<file path="config.mk">
export PLATFORM = sky130hd
export DESIGN_NAME = add_arbiter
export DESIGN_NICKNAME = d
export VERILOG_FILES = /design/src/rtl/add_arbiter_pkg.sv /design/src/rtl/add_arbiter_rr_pick.sv /design/src/rtl/add_arbiter.sv
export SDC_FILE = /design/constraint.sdc
export NUM_CORES = 1
export LEC_CHECK = 0
export ABC_AREA = 1
export ABC_CLOCK_PERIOD_IN_PS = 7500
export BUFFER_PORTS_ARGS = -buffer_cell sky130_fd_sc_hd__buf_4
export CAP_MARGIN = 15
export CORE_UTILIZATION = 50
export DETAILED_ROUTE_END_ITERATION = 16
export GPL_ROUTABILITY_DRIVEN = 0
export PLACE_DENSITY = 0.86
export REMOVE_ABC_BUFFERS = 1
export SLEW_MARGIN = 5
export SYNTH_ARGS = -nofsm -noshare
export SYNTH_HDL_FRONTEND = slang
export SYNTH_HIERARCHICAL = 1
export SYNTH_SLANG_ARGS = --single-unit
</file>
<file path="constraint.sdc">
create_clock -name clk -period 7.5 [get_ports clk]
set_input_delay 1.875 -clock clk [delete_from_list [all_inputs] [get_ports clk]]
set_output_delay 1.875 -clock clk [all_outputs]
set_load 0.005 [all_outputs]
</file>
<file path="src/rtl/add_arbiter_pkg.sv">
// Shared definitions for the add_arbiter block: default sizes, response-slot
// state encoding and the id-width helper used by every user of the block.
package add_arbiter_pkg;

    localparam int N_REQ_DEF = 4;
    localparam int W_DEF     = 8;

    typedef enum logic {
        EMPTY = 1'b0,
        FULL  = 1'b1
    } state_e;

    // Width of an encoded requester index; never narrower than one bit.
    function automatic int id_width(input int n);
        return (n > 1) ? $clog2(n) : 1;
    endfunction

endpackage

</file>
<file path="src/rtl/add_arbiter_rr_pick.sv">
// Round-robin selector: starting just after last_grant, picks the first set
// request and returns it both one-hot and encoded.
module rr_pick
    import add_arbiter_pkg::*;
#(
    parameter int N_REQ = N_REQ_DEF,
    parameter int ID_W  = id_width(N_REQ_DEF)
) (
    input  logic [N_REQ-1:0] req,
    input  logic [ID_W-1:0]  last_grant,
    output logic [N_REQ-1:0] gnt,
    output logic [ID_W-1:0]  idx
);

    logic            found;
    logic [ID_W-1:0] pos;

    always_comb begin
        gnt   = '0;
        idx   = '0;
        found = 1'b0;
        pos   = '0;
        // k runs 1..N_REQ so last_grant itself is examined last.
        for (int k = 1; k <= N_REQ; k++) begin
            pos = ID_W'((int'(last_grant) + k) % N_REQ);
            if (!found && req[pos]) begin
                found    = 1'b1;
                gnt[pos] = 1'b1;
                idx      = pos;
            end
        end
    end

endmodule

</file>
<file path="src/rtl/add_arbiter.sv">
// N-requester front end sharing a single W-bit adder behind a one-entry
// response register; round-robin grant, drain and refill in the same cycle.
module add_arbiter
    import add_arbiter_pkg::*;
#(
    parameter int N_REQ = N_REQ_DEF,
    parameter int W     = W_DEF,
    localparam int ID_W = id_width(N_REQ)
) (
    input  logic                 clk,
    input  logic                 rst,
    input  logic [N_REQ-1:0]     req_valid,
    input  logic [N_REQ*W-1:0]   req_a,
    input  logic [N_REQ*W-1:0]   req_b,
    output logic [N_REQ-1:0]     req_ready,
    output logic                 rsp_valid,
    input  logic                 rsp_ready,
    output logic [W-1:0]         rsp_sum,
    output logic                 rsp_carry,
    output logic [ID_W-1:0]      rsp_id
);

    state_e          state_q, state_d;
    logic [W-1:0]    sum_q, sum_d;
    logic            carry_q, carry_d;
    logic [ID_W-1:0] id_q, id_d;
    logic [ID_W-1:0] last_grant_q, last_grant_d;

    logic [N_REQ-1:0] pick_gnt;
    logic [ID_W-1:0]  pick_idx;
    logic             slot_free;
    logic             req_fire;
    logic             rsp_fire;
    logic [W-1:0]     a_sel, b_sel;
    logic [W:0]       sum_full;

    rr_pick #(
        .N_REQ (N_REQ),
        .ID_W  (ID_W)
    ) u_rr_pick (
        .req        (req_valid),
        .last_grant (last_grant_q),
        .gnt        (pick_gnt),
        .idx        (pick_idx)
    );

    assign rsp_valid = (state_q == FULL);
    assign rsp_sum   = sum_q;
    assign rsp_carry = carry_q;
    assign rsp_id    = id_q;

    assign slot_free = (state_q == EMPTY) || rsp_ready;
    assign req_ready = (!rst && slot_free) ? pick_gnt : '0;
    assign req_fire  = |req_ready;
    assign rsp_fire  = rsp_valid && rsp_ready;

    // One-hot AND-OR operand mux keeps a single adder for all requesters.
    always_comb begin
        a_sel = '0;
        b_sel = '0;
        for (int i = 0; i < N_REQ; i++) begin
            if (pick_gnt[i]) begin
                a_sel = a_sel | req_a[i*W +: W];
                b_sel = b_sel | req_b[i*W +: W];
            end
        end
    end

    assign sum_full = {1'b0, a_sel} + {1'b0, b_sel};

    always_comb begin
        state_d      = state_q;
        sum_d        = sum_q;
        carry_d      = carry_q;
        id_d         = id_q;
        last_grant_d = last_grant_q;
        if (req_fire) begin
            state_d      = FULL;
            sum_d        = sum_full[W-1:0];
            carry_d      = sum_full[W];
            id_d         = pick_idx;
            last_grant_d = pick_idx;
        end else if (rsp_fire) begin
            state_d = EMPTY;
        end
    end

    always_ff @(posedge clk) begin
        if (rst) begin
            state_q      <= EMPTY;
            sum_q        <= '0;
            carry_q      <= 1'b0;
            id_q         <= '0;
            last_grant_q <= ID_W'(N_REQ - 1);
        end else begin
            state_q      <= state_d;
            sum_q        <= sum_d;
            carry_q      <= carry_d;
            id_q         <= id_d;
            last_grant_q <= last_grant_d;
        end
    end

endmodule

</file>
==> flow_summary.yaml <==
status:
  status: "finished clean"
timing:
  hold_viol: 0
  slew_violations: 0
  setup_ws_ns: 2.07
  fin_tns_setup_ns: 0
  timing.fmax_ghz: 0.184
  fin_crit_ns: 5.43
  rsz0062_at_grt: "false"
  min_period_over_period_pct: 72.5
  finClkSkew_ns: 0.00456
  slew_headroom_pct: 48.9
  hold_slack_ns: 0.485
  tightestPinTransition_ns: 0.764
  setup_viol: 0
synth:
  syn_avg_cell_area_um2: 5.98
  yosys.area.top_type: "nand2_1"
  syn_inst: 317
  synthArstFlopShare_pct: 0
  netlist_top_cells_area: "nand2_1 22%, dfxtp_1 15%, ha_1 11%"
  synth_cell_types: 31
  synth_most_common_cell: "nand2_1"
  yosys_warnings: 6
  synthFlopType: "dfxtp_1"
  synth-edff-count: 0
  seq_area_frac_synth_pct: 14.8
  synth_common_cells: "111 x nand2_1, 39 x inv_1, 36 x nand3_1"
  ys_ff_latch: 14
  synth_top_cell_area_share_pct: 22.0
  synth_area_um2: 1890
cts:
  insertion_delay_ns: 0.25
  htree_levels: 1
  cts.sinks: 14
  clkTransAtPathRegs_ns: 0.06
  ctsResizeCount: 0
  cts_tree: "done"
  cts_hold_buf: 0
  post_cts_buffers: 0
  clock_path_buffers: 2
  cts_root_buffer: "clkbuf_8"
  cts_buffers: 3
min_path:
  hold_path_class: "flip-flop to flip-flop"
final_layout:
  area_growth_pct: 35.9
  layout-drive-gt1-share_pct: 27.5
  finalNetCount: 485
  final_cell_count_no_fill: 442
  antennaDiodeCount: 0
die:
  die_x_um: 63.6
  die_h_um: 63.6
  rows: 21
  dieArea_um2: 4040
  core_um2: 3470
  ioPinCount: 87
  start_util_pct: 54.6
placed_design:
  place_inst: 438
  io_buffers: 86
  dp_hpwl_um: 3810
  dp_slack_ns: 2.07
drt:
  wl_per_cell_um: 11.0
  vias_per_cell: 5.12
  finalWirelength_um: 4850
  drc: 0
  drt_iter0_drc: 146
  via_count: 2263
  firstDrtPassIters: 4
  final_antenna_net_count: 0
grt:
  overflow: 0
  antenna_found_initial: 0
  grt_max_degree: 19
  grt_pass1_wl_um: 8510
  grt_pass1_vias: 2117
  grtUsageTotal_pct: 25.5
setup_path:
  cp.required_ns: 5.62
  path_class: "input pin to primary output"
  crit_fanout: 18
  slowest_delay_ns: 0.59
  crit_slowest_cell: "nand3_1"
  cp_data_arrival_time_ns: 3.56
  crit_path_cell_trace: "buf_4 > inv_1 > nand2_1 > nand3_4 > nand2_4 > nor2_8 > nand3_1 > nand3_1 > inv_1 > nor2_1 > buf_4"
  crit_path_end_kind: "primary output"
  critPathLaunchType: "input pin"
  cp.buffers_inverters: 4
  cp_top_family: "simple AND/OR/NAND/NOR gates"
power:
  leakagePower_nw: 1.42
  vdd_drop_max_v: 0.000323
  finalPower_mw: 1.40
  powerDensity_nw_per_um2: 542
flow_run:
  drv_cap: 0
[cells by family (layout without fill, tap and decap cells)]
kind of cell / after synthesis / after routing / share of synthesized area, %
AOI/OAI and AO/OA: 31 / 31 / 10.3
xor gates and xnor gates: 2 / 2 / 0.925
adders and majority gates: 17 / 17 / 11.6
buffers and inverters: 52 / 131 / 12.6
DFF: 14 / 14 / 14.8
and+or+nand+nor: 201 / 201 / 49.7
[layout by cell type, fill, tap and decap left out]
master,instances
nand3_1,36
o21ai_1,4
inv_1,39
o21ai_2,1
o21ai_0,4
inv_2,1
a21boi_0,4
nand2_8,1
dfxtp_1,14
fa_1,1
nor2_2,1
nand2_1,111
nand3_4,1
nand2_4,4
nand2_2,4
or2_2,3
nor2_1,22
clkbuf_8,4
ha_1,16
a21oi_1,14
nor2_8,1
o21a_1,1
xor2_1,2
buf_4,86
a22o_1,2
nand4_1,14
nand3b_1,3
o211ai_4,1
inv_8,1
[per-stage QoR]
step                      utilization [%]  cell area, µm²
final                                74.2            2570
after global routing                 74.2            2570
after detailed placement             72.7            2520
after floorplan                         -            1820
after CTS                            74.2            2570
after global placement               72.7            2520
[worst register-to-register path, delay by kind of cell (launching register included)]
kind	cells	cell delay, ns
adder cells (fa/ha/maj)	2	0.81
AND/OR/NAND/NOR	12	1.58
buffers and inverters	6	0.59
AO/OA/AOI/OAI	2	0.31
flip-flops	1	0.77
[worst paths after layout]
| check | from | endpoint | slack [ns] | cells past startpoint |
|---|---|---|---|---|
| min reg2reg | rsp_id[0] | rsp_id[0] | 0.49 | 2 |
| min | rsp_id[0] | rsp_id[0] | 0.49 | 2 |
| max reg2reg | last_grant_q[0] | rsp_sum[6] | 3.32 | 22 |
| max | req_valid[2] | req_ready[2] | 2.07 | 11 |
[power by group]
group          internal [mW]  switching [mW]
logic                  0.463           0.724
clock network         0.0466          0.0288
registers              0.104          0.0281
[state kept, by name, summed over array words and instances, names as in the netlist]
| signal | flops |
|---|---|
| rsp_valid | 1 |
| last_grant_q | 2 |
| rsp_id | 2 |
| rsp_sum | 8 |
| rsp_carry | 1 |
[per-layer routing]
layer | global-route usage (%) | share of wire [%] | up-vias
met1 | 31.8 | 45 | 995
li1 | - | - | 1176
met3 | 4.17 | 6.7 | 8
met4 | 5.68 | 1.1 | 0
met5 | 0 | 0 | -
met2 | 44.9 | 47 | 84
[cell type report]
cell class	count	area (µm²)
flip-flops and latches	14	280
inverters	41	161
clock buffers	4	55.1
well taps	46	57.6
multi-input cells	251	1380
repair buffers	86	646
fillers	315	893
Power figures use the tool's default switching activity.
